`src/rtl/fill_pkg.sv`:
```
// Shared types for the rectangle filler: FSM state and fill-mode encodings.
package fill_pkg;

  typedef enum logic [1:0] {
    S_IDLE = 2'd0,
    S_FILL = 2'd1,
    S_DONE = 2'd2
  } state_t;

  localparam logic [1:0] MODE_SOLID  = 2'd0;
  localparam logic [1:0] MODE_STRIPE = 2'd1;
  localparam logic [1:0] MODE_CHECK  = 2'd2;
  localparam logic [1:0] MODE_RSVD   = 2'd3;

endpackage

```
`src/rtl/fill_rect_if.sv`:
```
// Request/pixel bus between a fill requester (master) and fill_rect (slave).
interface fill_rect_if #(
  parameter int X_W      = 8,
  parameter int Y_W      = 7,
  parameter int COLOUR_W = 3
);
  logic                start;
  logic [1:0]          mode;
  logic [COLOUR_W-1:0] colour;
  logic [X_W-1:0]      x0, x1;
  logic [Y_W-1:0]      y0, y1;
  logic                done;
  logic                busy;
  logic [X_W-1:0]      vga_x;
  logic [Y_W-1:0]      vga_y;
  logic [COLOUR_W-1:0] vga_colour;
  logic                vga_plot;

  modport master (
    output start, mode, colour, x0, x1, y0, y1,
    input  done, busy, vga_x, vga_y, vga_colour, vga_plot
  );

  modport slave (
    input  start, mode, colour, x0, x1, y0, y1,
    output done, busy, vga_x, vga_y, vga_colour, vga_plot
  );
endinterface

```
`src/rtl/fill_pattern.sv`:
```
// Combinational pixel colour generator: solid, column stripe or checkerboard.
module fill_pattern
  import fill_pkg::*;
#(
  parameter int COLOUR_W = 3
) (
  input  logic [1:0]          mode,
  input  logic [COLOUR_W-1:0] colour,
  input  logic [COLOUR_W-1:0] x_lo,
  input  logic                y_lsb,
  output logic [COLOUR_W-1:0] pix
);

  always_comb begin
    pix = colour;
    case (mode)
      MODE_STRIPE: pix = colour ^ x_lo;
      MODE_CHECK:  pix = (x_lo[0] == y_lsb) ? colour : ~colour;
      default:     pix = colour;  // solid and reserved
    endcase
  end

endmodule

```
`src/rtl/fill_rect.sv`:
```
// Rectangle filler: emits one pixel per cycle, column-major, over a clamped box.
module fill_rect
  import fill_pkg::*;
#(
  parameter int SCREEN_W = 160,
  parameter int SCREEN_H = 120,
  parameter int X_W      = 8,
  parameter int Y_W      = 7,
  parameter int COLOUR_W = 3
) (
  input logic        clk,
  input logic        rst_n,
  fill_rect_if.slave bus
);

  localparam logic [X_W-1:0] X_MAX = X_W'(SCREEN_W - 1);
  localparam logic [Y_W-1:0] Y_MAX = Y_W'(SCREEN_H - 1);

  state_t              state;
  logic [1:0]          mode_q;
  logic [COLOUR_W-1:0] colour_q;
  logic [Y_W-1:0]      y0_q;
  logic [X_W-1:0]      x1c_q;
  logic [Y_W-1:0]      y1c_q;
  logic [X_W-1:0]      x_q;
  logic [Y_W-1:0]      y_q;
  logic                done_q, busy_q, plot_q;
  // Set when a request is taken; only a sampled low start clears it.
  logic                hold_off;

  logic [X_W-1:0] x1c;
  logic [Y_W-1:0] y1c;
  logic           empty;

  assign x1c   = (bus.x1 > X_MAX) ? X_MAX : bus.x1;
  assign y1c   = (bus.y1 > Y_MAX) ? Y_MAX : bus.y1;
  // Off-screen origins fall out here because the clamped far edge is below them.
  assign empty = (bus.x0 > x1c) || (bus.y0 > y1c);

  always_ff @(posedge clk or negedge rst_n) begin
    if (!rst_n) begin
      state    <= S_IDLE;
      mode_q   <= '0;
      colour_q <= '0;
      y0_q     <= '0;
      x1c_q    <= '0;
      y1c_q    <= '0;
      x_q      <= '0;
      y_q      <= '0;
      done_q   <= 1'b0;
      busy_q   <= 1'b0;
      plot_q   <= 1'b0;
      hold_off <= 1'b0;
    end else begin
      case (state)
        S_IDLE: begin
          if (!bus.start) begin
            hold_off <= 1'b0;
          end else if (!hold_off) begin
            hold_off <= 1'b1;
            mode_q   <= bus.mode;
            colour_q <= bus.colour;
            y0_q     <= bus.y0;
            x1c_q    <= x1c;
            y1c_q    <= y1c;
            x_q      <= bus.x0;
            y_q      <= bus.y0;
            if (empty) begin
              state  <= S_DONE;
              done_q <= 1'b1;
            end else begin
              state  <= S_FILL;
              busy_q <= 1'b1;
              plot_q <= 1'b1;
            end
          end
        end
        S_FILL: begin
          if (x_q == x1c_q && y_q == y1c_q) begin
            state  <= S_DONE;
            busy_q <= 1'b0;
            plot_q <= 1'b0;
            done_q <= 1'b1;
          end else if (y_q == y1c_q) begin
            y_q <= y0_q;
            x_q <= x_q + 1'b1;
          end else begin
            y_q <= y_q + 1'b1;
          end
        end
        S_DONE: begin
          if (!bus.start) begin
            state    <= S_IDLE;
            done_q   <= 1'b0;
            hold_off <= 1'b0;
          end
        end
        default: state <= S_IDLE;
      endcase
    end
  end

  assign bus.done     = done_q;
  assign bus.busy     = busy_q;
  assign bus.vga_plot = plot_q;
  assign bus.vga_x    = x_q;
  assign bus.vga_y    = y_q;

  // Stripe/checker only look at the low x bits; COLOUR_W must not exceed X_W.
  fill_pattern #(.COLOUR_W(COLOUR_W)) u_pattern (
    .mode   (mode_q),
    .colour (colour_q),
    .x_lo   (x_q[COLOUR_W-1:0]),
    .y_lsb  (y_q[0]),
    .pix    (bus.vga_colour)
  );

endmodule
```
`src/flat_wrapper.sv`:
```
// flat-port wrapper written by rule: the top's interface ports become plain ports
module fill_rect_flat import fill_pkg::*;
#(
  parameter int SCREEN_W = 160,
  parameter int SCREEN_H = 120,
  parameter int X_W      = 8,
  parameter int Y_W      = 7,
  parameter int COLOUR_W = 3
)
  (clk, rst_n, bus_start, bus_mode, bus_colour, bus_x0, bus_x1, bus_y0, bus_y1, bus_done, bus_busy, bus_vga_x, bus_vga_y, bus_vga_colour, bus_vga_plot);
  fill_rect_if #(.X_W(X_W), .Y_W(Y_W), .COLOUR_W(COLOUR_W)) bus_i ();
  input logic clk;
  input logic rst_n;
  input wire logic [$bits(bus_i.start)-1:0] bus_start;
  input wire logic [$bits(bus_i.mode)-1:0] bus_mode;
  input wire logic [$bits(bus_i.colour)-1:0] bus_colour;
  input wire logic [$bits(bus_i.x0)-1:0] bus_x0;
  input wire logic [$bits(bus_i.x1)-1:0] bus_x1;
  input wire logic [$bits(bus_i.y0)-1:0] bus_y0;
  input wire logic [$bits(bus_i.y1)-1:0] bus_y1;
  output wire logic [$bits(bus_i.done)-1:0] bus_done;
  output wire logic [$bits(bus_i.busy)-1:0] bus_busy;
  output wire logic [$bits(bus_i.vga_x)-1:0] bus_vga_x;
  output wire logic [$bits(bus_i.vga_y)-1:0] bus_vga_y;
  output wire logic [$bits(bus_i.vga_colour)-1:0] bus_vga_colour;
  output wire logic [$bits(bus_i.vga_plot)-1:0] bus_vga_plot;
  assign bus_i.start = bus_start;
  assign bus_i.mode = bus_mode;
  assign bus_i.colour = bus_colour;
  assign bus_i.x0 = bus_x0;
  assign bus_i.x1 = bus_x1;
  assign bus_i.y0 = bus_y0;
  assign bus_i.y1 = bus_y1;
  assign bus_done = bus_i.done;
  assign bus_busy = bus_i.busy;
  assign bus_vga_x = bus_i.vga_x;
  assign bus_vga_y = bus_i.vga_y;
  assign bus_vga_colour = bus_i.vga_colour;
  assign bus_vga_plot = bus_i.vga_plot;
  fill_rect #(.SCREEN_W(SCREEN_W), .SCREEN_H(SCREEN_H), .X_W(X_W), .Y_W(Y_W), .COLOUR_W(COLOUR_W)) u_core (.clk(clk), .rst_n(rst_n), .bus(bus_i));
endmodule
```
`config.mk`:
```
export PLATFORM = sky130hd
export DESIGN_NAME = fill_rect_flat
export DESIGN_NICKNAME = d
export VERILOG_FILES = /design/src/rtl/fill_pkg.sv /design/src/rtl/fill_rect_if.sv /design/src/rtl/fill_pattern.sv /design/src/rtl/fill_rect.sv /design/src/flat_wrapper.sv
export SDC_FILE = /design/constraint.sdc
export NUM_CORES = 1
export LEC_CHECK = 0
export CAP_MARGIN = 20
export CELL_PAD_IN_SITES_DETAIL_PLACEMENT = 0
export CELL_PAD_IN_SITES_GLOBAL_PLACEMENT = 1
export CORE_ASPECT_RATIO = 1.25
export CORE_MARGIN = 3
export CORE_UTILIZATION = 43
export DETAILED_ROUTE_END_ITERATION = 7
export DONT_BUFFER_PORTS = 1
export PLACE_DENSITY = 0.82
export SLEW_MARGIN = 25
export SYNTH_ARGS = -nofsm -noshare
export SYNTH_HDL_FRONTEND = slang
export SYNTH_SLANG_ARGS = --single-unit
```
`constraint.sdc`:
```
create_clock -name clk -period 1.8 [get_ports clk]
set_input_delay 0.45 -clock clk [delete_from_list [all_inputs] [get_ports clk]]
set_output_delay 0.45 -clock clk [all_outputs]
set_load 0.02 [all_outputs]
```
-- After elaboration in Yosys (flattened, before gate mapping)
Index checks and enable logic that the tools add are counted.
W data, S select, Z words.
- logic and storage cells: 81
- bits of input ports: 38
- register bits: 47
- multiplexer cells: 33
- order comparisons: 4
- bitwise operators: 3
- reduce and logical (&&, ||, !) cells: 13
- equal/unequal tests: 15
- add/sub/neg operators: 2
- operators by type and width (cell ; count):
    $mux W8 ; 5
    $mux W7 ; 5
    $pmux W8 S2 ; 1
    $pmux W7 S2 ; 1
    $mux W1 ; 10
    $mux W2 ; 5
    $ne A2 B2 Y1 const B ; 5
    $reduce_and A5 Y1 ; 2
    $add A8 B1 Y8 const B ; 1
    $eq A8 B8 Y1 ; 1
    $gt A8 B8 Y1 ; 1
    $gt A8 B8 Y1 const B ; 1
    $reduce_and A4 Y1 ; 2
    $add A7 B1 Y7 const B ; 1
    $eq A7 B7 Y1 ; 1
    $gt A7 B7 Y1 ; 1
    $gt A7 B7 Y1 const B ; 1
    $ne A2 B1 Y1 const B ; 3
    $pmux W2 S3 ; 1
    $pmux W3 S2 ; 1
    $reduce_and A6 Y1 ; 1
    $eq A2 B1 Y1 const B ; 2
    $eq A2 B2 Y1 const B ; 2
    $pmux W1 S2 ; 2
    13 further kinds ; 14

-- Longest topological paths before layout
- depth after elaboration: 8
- gate-level depth with buffers: 10
- mapped depth without buffers: 10

-- Modules after synthesis
Synthesis repeated with hierarchy kept, for this count alone.
- cells, all modules: 323
- area total of the unflattened synthesis: 3062.9 µm²
- by module, submodules not included (module ; area an instance (µm²) ; seq. area each (µm²) ; times used ; cells each):
    fill_rect ; 2891.5 ; 1176.1 ; 1 ; 299
    fill_pattern ; 171.4 ; 0.0 ; 1 ; 24

-- Worst setup path after synthesis
No wires, ideal clock.
- path type: input port to flip-flop
- start point: input port bus_x1[7]
- end point: register u_core.done_q, in the netlist u_core.bus.done
- library setup time: 0.121 ns
- data arrival time: 2.128 ns
- cell stages on the path: 10
- slack: -0.449 ns
- data required time: 1.679 ns
- path through: inv_1 -> nor2_1 -> nor2_1 -> ha_1 -> nor2b_1 -> o211ai_1 -> a21oi_1 -> nor4b_1 -> o21ai_1 -> a22o_1
- longest elaborated chain between the ends: 6
- RTL lines (element ; RTL line ; text):
    start: declaration ; flat_wrapper.sv:18 ; input wire logic [$bits(bus_i.x1)-1:0] bus_x1;
    $gt A8 B8 Y1 ; fill_rect.sv:35 ; assign x1c = (bus.x1 > X_MAX) ? X_MAX : bus.x1;
    $mux W8 * ; fill_rect.sv:35 ;
    $gt A8 B8 Y1 * ; fill_rect.sv:38 ; assign empty = (bus.x0 > x1c) || (bus.y0 > y1c);
    $logic_or A1 B1 Y1 * ; fill_rect.sv:38 ;
    $ne A2 B1 Y1 (no line) * ; n/a ;
    $reduce_and A6 Y1 (no line) * ; n/a ;
    end signal: assignment ; fill_rect.sv:50 ; done_q <= 1'b0;
    end signal: assignment ; fill_rect.sv:70 ; done_q <= 1'b1;
    end signal: assignment ; fill_rect.sv:83 ; done_q <= 1'b1;
    end: declaration ; fill_rect.sv:27 ; logic done_q, busy_q, plot_q;
Every way passes the cells marked *; elsewhere a longest branch is shown, timed or not.
A chain may end at the register's enable or synchronous reset.

-- Final worst setup path
- start point: register u_core.mode_q[1]
- end point: output port bus_vga_colour[1]
- longest elaborated chain between the ends: 2
- RTL lines (element ; RTL line ; text):
    start: declaration ; fill_rect.sv:20 ; logic [1:0] mode_q;
    start signal: assignment ; fill_rect.sv:61 ; mode_q <= bus.mode;
    $eq A2 B2 Y1 or $eq A2 B1 Y1 (tied branches) ; fill_pattern.sv:16 ; case (mode)
    $pmux W3 S2 * ; fill_pattern.sv:16 ;
    end: declaration ; flat_wrapper.sv:25 ; output wire logic [$bits(bus_i.vga_colour)-1:0] bus_vga_colour;
Marked as above.

==> flow_summary.json <==
{
  "dpl_cell_area_sq_um": 3470,
  "vias_per_cell": 5.45,
  "critPathMaxStageDelay_ps": 430,
  "final_hold_viol_count": 0,
  "overflow": 0,
  "netlist-cell-type-count": 51,
  "dp_hpwl_um": 6190,
  "rows": 33,
  "design_area_sq_um": 3920,
  "violations": "negative setup slack",
  "finalCritPeriodShare": 1.27,
  "seqCellArea_sq_um": 1180,
  "crit_buf_inv": 4,
  "max_freq_mhz": 437,
  "antenna_found_initial": 0,
  "dieWidth_um": 80.7,
  "track_usage": 0.208,
  "cp_cell_sequence": "ha_4 -> buf_4 -> buf_4 -> buf_4 -> a221oi_2 -> a21oi_1 -> buf_4",
  "multi_input_area_sq_um": 1920,
  "hold_class": "primary input to register",
  "cp.arrival_ps": 1840,
  "syn_inst": 345,
  "crit_family": "buffers and inverters",
  "fill_cells": 581,
  "synth_area_sq_um": 3000,
  "critPathRequiredTime_ps": 1350,
  "core_sq_um": 6650,
  "ios": 59,
  "synth_seq_cells": 47,
  "first_iter_violations": 92,
  "slew_headroom": 0.703,
  "holdWs_ps": 244,
  "async_reset_ff_frac": 1.00,
  "rsz0062_at_grt": "true",
  "routabilityCongestion": 0.830,
  "drc": 0,
  "insertion_delay_ps": 310,
  "post-route-min-period_ps": 2290,
  "drive_above_1_share": 0.318,
  "drt-pass1-iter-count": 4,
  "drt-met1-wl_um": 3320,
  "cts_htree_levels": 2,
  "clkTransAtPathRegs_ps": 100,
  "final_util": 0.590,
  "status": "complete, but fails checks",
  "tightest_slew_ps": 446,
  "dieArea_sq_um": 8010,
  "port_buffers": 0,
  "p_per_area_nw_per_um2": 1750,
  "final_nets": 455,
  "cts_tree": "built",
  "cts-buffers-inserted": 5,
  "top_layer": "met4",
  "setup_viol": 18,
  "yosys_most_used_dff": "dfrtp_1",
  "drv_cap": 0,
  "antenna_cells": 0,
  "clockBufferDepth": 2,
  "syn2layout_area_growth_pct": 31.0,
  "vias": 2655,
  "syn_avg_cell_area_sq_um": 8.68,
  "ys_seq_area_frac": 0.393,
  "grt_pass1_vias": 2654,
  "yosysWarnings": 0,
  "crit_slowest_cell": "dfrtp_1",
  "syn_nets": 401,
  "worst_slack_ps": -487,
  "path_class": "register to output pin",
  "worstPathMaxFanout": 3,
  "cts-root-buf": "clkbuf_8",
  "wl_per_cell_um": 17.2,
  "start_util": 0.451,
  "die_h_um": 99.3,
  "cts_num_sinks": 47,
  "wl_met3_um": 547,
  "ir_drop_mv": 0.760,
  "worst_setup_path_end_kind": "output pin",
  "grt_pass1_wl_um": 13000,
  "worstSetupStartpointType": "register",
  "grt_max_degree": 48,
  "p_leak_uw": 0.00172,
  "skew_ps": 11.2,
  "wl_um": 8350,
  "slew_violations": 0,
  "synth_edf_count": 0,
  "cp_common_cell": "buf_4",
  "wl_met2_um": 4360,
  "ant_nets": 0,
  "pre_cts_slack_ps": -458
}
where the power goes:
part	leakage [uW]	internal (uW)	switching, uW	total [uW]
registers	0.000561	1580	520	2100
clock network	0.0000612	450	386	836
logic	0.00110	1840	2080	3930
total	0.00172	3870	2990	6860
cells by family after synthesis:
| group | count (synthesis) | synth area share |
|---|---|---|
| AO/OA/AOI/OAI | 72 | 0.168 |
| XOR/XNOR | 22 | 0.0643 |
| adder cells (fa/ha/maj) | 18 | 0.0752 |
| buffers and inverters | 32 | 0.0505 |
| flip-flops | 47 | 0.393 |
| multiplexers | 6 | 0.0221 |
| AND/OR/NAND/NOR | 148 | 0.227 |
cell usage after synthesis (all sizes together) (2+ instances only):
cell / instances / area, sq um
ha: 18 / 225
mux2: 5 / 56.3
a22oi: 4 / 30.0
buf: 6 / 53.8
a31oi: 2 / 12.5
a211oi: 2 / 15.0
xnor2: 20 / 175
or2: 4 / 25.0
clkbuf: 9 / 33.8
o21ai: 25 / 125
a311oi: 5 / 61.3
xor2: 2 / 17.5
nand2: 70 / 263
and3: 4 / 25.0
nor2b: 3 / 18.8
nor2: 31 / 131
a21oi: 11 / 55.1
o31ai: 2 / 15.0
a41oi: 4 / 42.6
o211ai: 4 / 30.0
a222oi: 2 / 20.0
nor3: 7 / 51.3
inv: 17 / 63.8
nand3: 15 / 75.1
nand2b: 3 / 18.8
nand4: 8 / 50.1
dfrtp: 47 / 1180
worst register-to-register path: stages, from the launching register on:
cell and delay, ps:
dfrtp_2 440, buf_6 130, xnor2_2 120, nand4_1 150, nor2_4 100, a311oi_4 410, buf_4 190, mux2_4 290
placed cells by master (no fill, tap or decap), types with 4 or more instances in the layout:
cell type and instances:
ha_1 15, nor2_4 9, buf_4 53, nor2_2 4, dfrtp_2 5, nand3_1 14
o21ai_0 23, buf_6 5, nand2_1 69, dfrtp_1 42, nor2_1 18, a21oi_1 10
inv_1 14, xnor2_1 19, o211ai_1 4, nand4_1 8, a22oi_1 4, and3_1 4
clkbuf_8 6
path summary, 6_finish.rpt:
kind | startpoint | to | slack [ps] | cells past startpoint
min | bus_colour[1] | u_core.colour_q[1]$_DFFE_PN0P_ | 240 | 2
max | u_core.mode_q[1]$_DFFE_PN0P_ | bus_vga_colour[1] | -490 | 7
min in group asynchronous | rst_n | u_core.x1c_q[5]$_DFFE_PN0P_ | 640 | 2
min reg2reg | u_core.y0_q[6]$_DFFE_PN0P_ | u_core.y0_q[6]$_DFFE_PN0P_ | 480 | 2
max reg2reg | u_core.bus.vga_y[0]$_DFFE_PN0P_ | u_core.bus.vga_y[1]$_DFFE_PN0P_ | -150 | 7
max in group asynchronous | rst_n | u_core.bus.vga_y[5]$_DFFE_PN0P_ | 900 | 2
routing by layer:
metal / track usage / vias up
met5: 0 / -
met4: 0.0507 / 0
met3: 0.0598 / 11
met2: 0.372 / 62
met1: 0.243 / 1262
li1: - / 1320
layout make-up:
cell class | count | share of cell area
Clock inverter | 2 | 0.00893
Inverter | 17 | 0.0163
Clock buffer | 6 | 0.0210
Sequential cell | 47 | 0.301
Timing Repair Buffer | 62 | 0.136
Multi-Input combinational cell | 266 | 0.489
Tap cell | 87 | 0.0277
timing repair:
action	4_1_cts	5_1_grt
hold buffers	2	0
endpoints found under the setup margin	17	22
pin swaps	11	23
resized for setup	15	37
setup buffers	2	9
endpoints found under the hold margin	47	0
registers in the layout (all words and copies together), names as in the netlist:
signal and flops:
u_core.y0_q 7, u_core.bus.busy 1, u_core.hold_off 1, u_core.state 2, u_core.bus.vga_x 8, u_core.y1c_q 7, u_core.bus.vga_y 7, u_core.bus.done 1
u_core.mode_q 2, u_core.x1c_q 8, u_core.colour_q 3
through the flow:
| step | power, uW | TNS, ps | instances |
|---|---|---|---|
| 5_1_grt | 7350 | -4660 | 487 |
| 4_1_cts | 6520 | -1700 | 478 |
| 3_5_place_dp | 5490 | -2160 | 466 |
| 2_1_floorplan | 4400 | -963 | 345 |
| 3_3_place_gp | 5420 | -1620 | 466 |
| 6_report | 6860 | -2200 | 487 |
Power figures use the tool's default switching activity.
